==> config.mk <==
export PLATFORM = sky130hd
export DESIGN_NAME = rgb2hsv_8u
export DESIGN_NICKNAME = d
export VERILOG_FILES = /design/src/rtl/rgb_hsv_pkg.sv /design/src/rtl/udiv_seq.sv /design/src/rtl/rgb2hsv_8u.sv
export SDC_FILE = /design/constraint.sdc
export NUM_CORES = 1
export LEC_CHECK = 0
export CAP_MARGIN = 20
export CORE_UTILIZATION = 55
export CTS_CLUSTER_DIAMETER = 120
export CTS_CLUSTER_SIZE = 12
export DETAILED_ROUTE_END_ITERATION = 10
export PLACE_DENSITY = 0.74
export SLEW_MARGIN = 30
export SYNTH_ARGS = -nofsm -noshare
export SYNTH_HDL_FRONTEND = slang
export SYNTH_SLANG_ARGS = --single-unit
==> constraint.sdc <==
create_clock -name clk -period 7.95 [get_ports clk]
set_input_delay 2.385 -clock clk [delete_from_list [all_inputs] [get_ports clk]]
set_output_delay 2.385 -clock clk [all_outputs]
set_load 0.02 [all_outputs]
==> src/rtl/rgb_hsv_pkg.sv <==
// Shared types and constants for the RGB to HSV converter.
package rgb_hsv_pkg;

  typedef enum logic [2:0] {
    IDLE,
    PREP,
    DIV_S,
    DIV_H,
    HUE,
    OUT
  } state_t;

  // One load cycle plus one cycle per quotient bit
  localparam int DIV_CYCLES = 17;

  // Hue in sixths of a 256-step circle: each sector spans 256 units
  localparam logic [10:0] HUE_BASE_R = 11'd0;
  localparam logic [10:0] HUE_BASE_G = 11'd512;
  localparam logic [10:0] HUE_BASE_B = 11'd1024;
  localparam int          H6_WRAP    = 1536;

  // Pixel field offsets, {R,G,B} in and {H,S,V} out
  localparam int R_LSB = 16;
  localparam int G_LSB = 8;
  localparam int B_LSB = 0;
  localparam int H_LSB = 16;
  localparam int S_LSB = 8;
  localparam int V_LSB = 0;

endpackage

==> src/rtl/udiv_seq.sv <==
// Restoring unsigned divider, 16-bit dividend by 8-bit divisor, one
// quotient bit per clock. done is high during the final iteration cycle;
// quotient holds the finished result from the following cycle onwards.
module udiv_seq
  import rgb_hsv_pkg::*;
#(
  parameter int ITERS = DIV_CYCLES - 1
) (
  input  logic        clk,
  input  logic        rst,
  input  logic        start,
  input  logic [15:0] dividend,
  input  logic [7:0]  divisor,
  output logic        busy,
  output logic        done,
  output logic [15:0] quotient
);

  logic [7:0]  rem_q;
  logic [15:0] quo_q;
  logic [7:0]  dvs_q;
  logic [4:0]  cnt_q;
  logic        busy_q;
  logic [8:0]  trial;
  logic [8:0]  diff;
  logic        fits;

  // Shift the next dividend bit into the remainder and try a subtraction
  always_comb begin
    trial = {rem_q, quo_q[15]};
    diff  = trial - {1'b0, dvs_q};
    fits  = (trial >= {1'b0, dvs_q});
  end

  // Load on start, then retire one quotient bit per cycle
  always_ff @(posedge clk or posedge rst) begin
    if (rst) begin
      rem_q  <= '0;
      quo_q  <= '0;
      dvs_q  <= '0;
      cnt_q  <= '0;
      busy_q <= 1'b0;
    end else if (start && !busy_q) begin
      rem_q  <= '0;
      quo_q  <= dividend;
      dvs_q  <= divisor;
      cnt_q  <= 5'(ITERS);
      busy_q <= 1'b1;
    end else if (busy_q) begin
      rem_q <= fits ? diff[7:0] : trial[7:0];
      quo_q <= {quo_q[14:0], fits};
      cnt_q <= cnt_q - 5'd1;
      if (cnt_q == 5'd1) begin
        busy_q <= 1'b0;
      end
    end
  end

  assign busy     = busy_q;
  assign done     = busy_q && (cnt_q == 5'd1);
  assign quotient = quo_q;

endmodule

==> src/rtl/rgb2hsv_8u.sv <==
// 8-bit RGB to 8-bit HSV converter. One pixel in flight; saturation and
// hue fraction come from a single shared sequential divider.
module rgb2hsv_8u #(
  parameter int DIV_CYCLES = rgb_hsv_pkg::DIV_CYCLES
) (
  input  logic        clk,
  input  logic        rst,
  input  logic        in_valid,
  output logic        in_ready,
  input  logic [23:0] rgb_in,
  output logic        out_valid,
  input  logic        out_ready,
  output logic [23:0] hsv_out
);

  import rgb_hsv_pkg::*;

  state_t state_q, state_d;

  logic [23:0] rgb_q;
  logic [7:0]  max_q, delta_q, num_abs_q, s_q;
  logic [10:0] base_q;
  logic        num_neg_q, gray_q;
  logic [23:0] hsv_q;

  logic [7:0]        r_c, g_c, b_c, max_c, min_c, delta_c, num_abs_c;
  logic [10:0]       base_c;
  logic signed [8:0] num_c, num_inv_c;

  logic [15:0] s_dividend, h_dividend, div_dividend, quotient;
  logic [7:0]  div_divisor;
  logic        div_start, div_busy, div_done;

  logic [8:0]  frac;
  logic [11:0] h6_pos, h6_neg, h6_raw, h_num, h_div;
  logic [7:0]  hue;

  logic unused_bits;

  // Pick the maximum channel (R wins ties, then G) and its signed hue numerator
  always_comb begin
    r_c    = rgb_q[R_LSB +: 8];
    g_c    = rgb_q[G_LSB +: 8];
    b_c    = rgb_q[B_LSB +: 8];
    max_c  = r_c;
    base_c = HUE_BASE_R;
    num_c  = $signed({1'b0, g_c}) - $signed({1'b0, b_c});
    if (r_c >= g_c && r_c >= b_c) begin
      max_c  = r_c;
      base_c = HUE_BASE_R;
      num_c  = $signed({1'b0, g_c}) - $signed({1'b0, b_c});
    end else if (g_c >= b_c) begin
      max_c  = g_c;
      base_c = HUE_BASE_G;
      num_c  = $signed({1'b0, b_c}) - $signed({1'b0, r_c});
    end else begin
      max_c  = b_c;
      base_c = HUE_BASE_B;
      num_c  = $signed({1'b0, r_c}) - $signed({1'b0, g_c});
    end
    min_c = r_c;
    if (g_c < min_c) min_c = g_c;
    if (b_c < min_c) min_c = b_c;
    delta_c   = max_c - min_c;
    num_inv_c = -num_c;
    num_abs_c = num_c[8] ? num_inv_c[7:0] : num_c[7:0];
  end

  // Rounded dividends: S = (255*delta + max/2)/max, frac = (256*|num| + delta/2)/delta
  always_comb begin
    s_dividend   = ({8'd0, delta_q} << 8) - {8'd0, delta_q} + {9'd0, max_q[7:1]};
    h_dividend   = {num_abs_q, 8'd0} + {9'd0, delta_q[7:1]};
    div_dividend = (state_q == DIV_H) ? h_dividend : s_dividend;
    div_divisor  = (state_q == DIV_H) ? delta_q : max_q;
    div_start    = ((state_q == DIV_S) || (state_q == DIV_H)) && !div_busy;
  end

  udiv_seq #(
    .ITERS(DIV_CYCLES - 1)
  ) u_div (
    .clk      (clk),
    .rst      (rst),
    .start    (div_start),
    .dividend (div_dividend),
    .divisor  (div_divisor),
    .busy     (div_busy),
    .done     (div_done),
    .quotient (quotient)
  );

  // Signed offset within the sector, wrapped onto the 0..1535 circle, then rounded to 0..255
  always_comb begin
    frac   = quotient[8:0];
    h6_pos = {1'b0, base_q} + {3'b0, frac};
    h6_neg = {1'b0, base_q} - {3'b0, frac};
    h6_raw = num_neg_q ? h6_neg : h6_pos;
    if (num_neg_q && ({2'b0, frac} > base_q)) begin
      h6_raw = h6_neg + 12'(H6_WRAP);
    end else if (h6_raw >= 12'(H6_WRAP)) begin
      h6_raw = h6_raw - 12'(H6_WRAP);
    end
    h_num = {1'b0, h6_raw[10:0]} + 12'd3;
    h_div = h_num / 12'd6;
    hue   = h_div[7:0];
  end

  assign unused_bits = ^{quotient[15:9], h6_raw[11], h_div[11:8]};

  // State register
  always_ff @(posedge clk or posedge rst) begin
    if (rst) begin
      state_q <= IDLE;
    end else begin
      state_q <= state_d;
    end
  end

  // Next-state sequencing through prep, two divisions, hue and output hold
  always_comb begin
    state_d = state_q;
    case (state_q)
      IDLE:    if (in_valid) state_d = PREP;
      PREP:    state_d = (delta_c == 8'd0) ? HUE : DIV_S;
      DIV_S:   if (div_done) state_d = DIV_H;
      DIV_H:   if (div_done) state_d = HUE;
      HUE:     state_d = OUT;
      OUT:     if (out_ready) state_d = IDLE;
      default: state_d = IDLE;
    endcase
  end

  // Pixel capture and per-stage datapath registers
  always_ff @(posedge clk or posedge rst) begin
    if (rst) begin
      rgb_q     <= '0;
      max_q     <= '0;
      delta_q   <= '0;
      num_abs_q <= '0;
      base_q    <= '0;
      num_neg_q <= 1'b0;
      gray_q    <= 1'b0;
      s_q       <= '0;
      hsv_q     <= '0;
    end else begin
      if (state_q == IDLE && in_valid) begin
        rgb_q <= rgb_in;
      end
      if (state_q == PREP) begin
        max_q     <= max_c;
        delta_q   <= delta_c;
        num_abs_q <= num_abs_c;
        base_q    <= base_c;
        num_neg_q <= num_c[8];
        gray_q    <= (delta_c == 8'd0);
      end
      if (state_q == DIV_H && !div_busy) begin
        s_q <= quotient[7:0];
      end
      if (state_q == HUE) begin
        hsv_q[V_LSB +: 8] <= max_q;
        hsv_q[S_LSB +: 8] <= gray_q ? 8'd0 : s_q;
        hsv_q[H_LSB +: 8] <= gray_q ? 8'd0 : hue;
      end
    end
  end

  assign in_ready  = (state_q == IDLE);
  assign out_valid = (state_q == OUT);
  assign hsv_out   = hsv_q;

endmodule

==> reports/results.ini <==
[logic_synthesis]
yosysWarnings = 0
async_flop_share_pct = 100
ys.flop_type = dfrtp_1
synthCells = 1129
synthesis.area_mm2 = 0.00944
yosysSeqAreaShare_pct = 33.1
synth_area_leaders = dfrtp_1, ha_1, nand2_1, o21ai_0, mux2_2
synth_edf_count = 0
yosys.cell_types.count = 81
ys_ff_latch = 125
synth_top_area_cell = dfrtp_1
syn_nets = 1223
synth_area_per_cell_um2 = 8.36
synth_top_area_share_pct = 33.1

[floorplanning]
initial_core_util_pct = 56.5
std_cell_rows = 47
coreArea_mm2 = 0.0167
die_area_mm2 = 0.0177
die-width_um = 133
ioPinCount = 54
die_h_um = 133

[clock_tree]
tritoncts = yes
cts_buffers = 17
ctsResizeCount = 0
clockBufferDepth = 2
clk_pin_slew_worst_paths_ns = 0.06
post_cts_buffers = 0
root_buffer = clkbuf_16
clock-sinks = 125
h-tree-depth = 4
clk_latency_ns = 0.43
postCtsHoldBufs = 0

[finish]
fin_area_mm2 = 0.0108
drive_gt1_share_pct = 9.08
diodes = 0
fillCellCount = 1454
area_delta_synth_final_pct = 14.0
final_nets = 1248

[critical_path]
worstSetupEndpointType = register
critPathMaxStageDelay_ns = 0.46
cp-start-kind = register
worstPathRequired_ns = 8.22
crit_top_cell = a21oi_1
critPathSlowestCell = nand2b_1
r2r_end = delta_q[7]$_DFFE_PP0N_
r2r_start = rgb_q[9]$_DFFE_PP0P_
crit_path_max_fanout = 14
crit_arrival_ns = 6.87
ff2ff_setup_slack_ns = 1.35
r2r_cells = 30
critPathKind = register to register

[detailed_routing]
first_pass_iters = 5
via_count = 8121
routed_wl_um = 23000
drt-initial-drc-count = 545
viasPerCell = 5.86
drcViolationCount = 0
drtAntennaViolNets = 0
wl_per_cell_um = 16.6

[timing]
setup_tns_ns = 0
setup_violations = 0
skew_ns = 0.00714
worst_slack_ns = 1.35
min_period_ns = 6.60
hold_viol_final = 0
rsz0062_at_grt = false
period_share_pct = 83.0
slew_violations = 0
slew_headroom_pct = 41.3
worstMarginPinSlew_ns = 0.877
fmax_mhz = 152

[global_route]
grt.total_usage_pct = 27.7
use_met1_pct = 35.8
grt_overflow_total = 0
antenna_found_initial = 0
grt_pass1_wl_um = 38800
grtUsageMet2_pct = 45.5
grt_busiest_layer = met2
grt_max_degree = 50
use_met3_pct = 4.90
grt_pass1_vias = 7790

[min_path]
hp-start = hsv_out[1]$_DFFE_PP0P_
holdPathEnd = hsv_out[1]$_DFFE_PP0P_
min_path_type = register to register
holdPathStages = 2

[run_status]
status = complete, no violations

[place]
gp_congestion = 0.914
placed_area_mm2 = 0.0101
preCtsSetupSlack_ns = 1.42
portBuffers = 53
hpwlAfterDp_um = 17000

[job]
cap_violations = 0

[metal layers]
layer | wire length, µm | vias up
met5 | 0 | -
met4 | 774 | 0
met3 | 1050 | 44
met2 | 11100 | 234
met1 | 10100 | 3834
li1 | - | 4009
[synthesized netlist by cell type (3+ instances only)]
| cell type | number |
|---|---|
| a221oi_1 | 3 |
| or2_2 | 5 |
| o21ai_0 | 119 |
| o31a_1 | 3 |
| a21oi_1 | 64 |
| nor3_1 | 17 |
| mux2_2 | 37 |
| o21ai_1 | 3 |
| nand2_1 | 160 |
| a211oi_1 | 7 |
| nor2_1 | 87 |
| nand2b_1 | 21 |
| xor2_1 | 20 |
| nor4_1 | 8 |
| dfrtp_1 | 125 |
| mux2i_1 | 26 |
| or3_1 | 8 |
| buf_2 | 8 |
| nand3_1 | 16 |
| o21bai_1 | 4 |
| ha_1 | 60 |
| a32oi_1 | 3 |
| a21boi_0 | 7 |
| a22o_1 | 8 |
| and3_1 | 3 |
| a31oi_1 | 14 |
| o211ai_1 | 6 |
| a21o_1 | 15 |
| o22ai_1 | 6 |
| and2_1 | 4 |
| nand4_1 | 10 |
| o31ai_1 | 5 |
| xnor2_1 | 41 |
| fa_1 | 6 |
| clkbuf_1 | 44 |
| buf_1 | 3 |
| o2111ai_1 | 5 |
| o21a_1 | 6 |
| inv_1 | 70 |
| a22oi_1 | 3 |
| nor2b_1 | 22 |
| or4_1 | 4 |
[layout make-up]
class / count / area (µm²) / share of cell area [%]
multi-input cells: 877 / 5830 / 54.2
flip-flops and latches: 125 / 3130 / 29.1
repair buffers: 63 / 618 / 5.74
clock buffers: 20 / 467 / 4.33
well taps: 220 / 275 / 2.56
inverters: 70 / 265 / 2.46
clock inverters: 12 / 181 / 1.69
[worst max-delay path by stage]
stage | startpoint | to | slack, ns | cells after the start
after floorplan | rgb_q[9]$_DFFE_PP0P_ | state_q[1]$_DFFE_PP0P_ | 1.82 | 32
after CTS | rgb_q[9]$_DFFE_PP0P_ | delta_q[7]$_DFFE_PP0N_ | 1.38 | 30
after global routing | rgb_q[9]$_DFFE_PP0P_ | delta_q[7]$_DFFE_PP0N_ | 0.86 | 30
final | rgb_q[9]$_DFFE_PP0P_ | delta_q[7]$_DFFE_PP0N_ | 1.35 | 30
after global placement | rgb_q[9]$_DFFE_PP0P_ | state_q[1]$_DFFE_PP0P_ | 1.57 | 30
after detailed placement | rgb_q[9]$_DFFE_PP0P_ | state_q[1]$_DFFE_PP0P_ | 1.42 | 30
[critical path: cells and delay by family, from the launching register on]
kind / cells / cell delay, ns
AO/OA/AOI/OAI: 17 / 3.14
XOR/XNOR: 2 / 0.50
adder cells (fa/ha/maj): 3 / 0.88
buffers and inverters: 1 / 0.13
flip-flops: 1 / 0.42
multiplexers: 1 / 0.38
AND/OR/NAND/NOR: 6 / 1.01
[logic make-up after synthesis]
logic type | share of synthesized area, %
AOI/OAI and AO/OA | 20.5
muxes | 7.33
adders and majority gates | 9.43
DFF | 33.1
and+or+nand+nor | 18.5
xor gates and xnor gates | 5.83
buffers and inverters | 5.27
[through the flow]
step           util, %  std cells  hold WS (ns)
6_report          64.5       1387         0.476
3_5_place_dp      60.5       1354         0.468
2_1_floorplan        -       1129         0.449
4_1_cts           64.4       1386         0.485
3_3_place_gp      60.4       1353         0.464
5_1_grt           64.5       1387         0.514
[cells in the final DEF, fill, tap and decap left out, types with 4 or more instances in the layout]
master and n:
a211oi_1 7, a21boi_0 7, a21o_1 15, a21oi_1 63, a22o_1 8, a31oi_1 14
and2_1 4, buf_4 9, bufinv_16 4, clkbuf_16 17, clkdlybuf4s50_1 53, dfrtp_1 124
fa_1 6, ha_1 60, inv_1 69, mux2_2 37, mux2i_1 26, nand2_1 160
nand2b_1 21, nand3_1 16, nand4_1 10, nor2_1 86, nor2b_1 22, nor3_1 17
nor4_1 8, o2111ai_1 5, o211ai_1 6, o21a_1 6, o21ai_0 119, o21bai_1 4
o22ai_1 6, o31ai_1 5, or2_2 5, or3_1 8, or4_1 4, xnor2_1 41
xor2_1 20
Power is not shown: default switching activity piles up to over one toggle a cycle in this logic, so the estimate is an artifact.
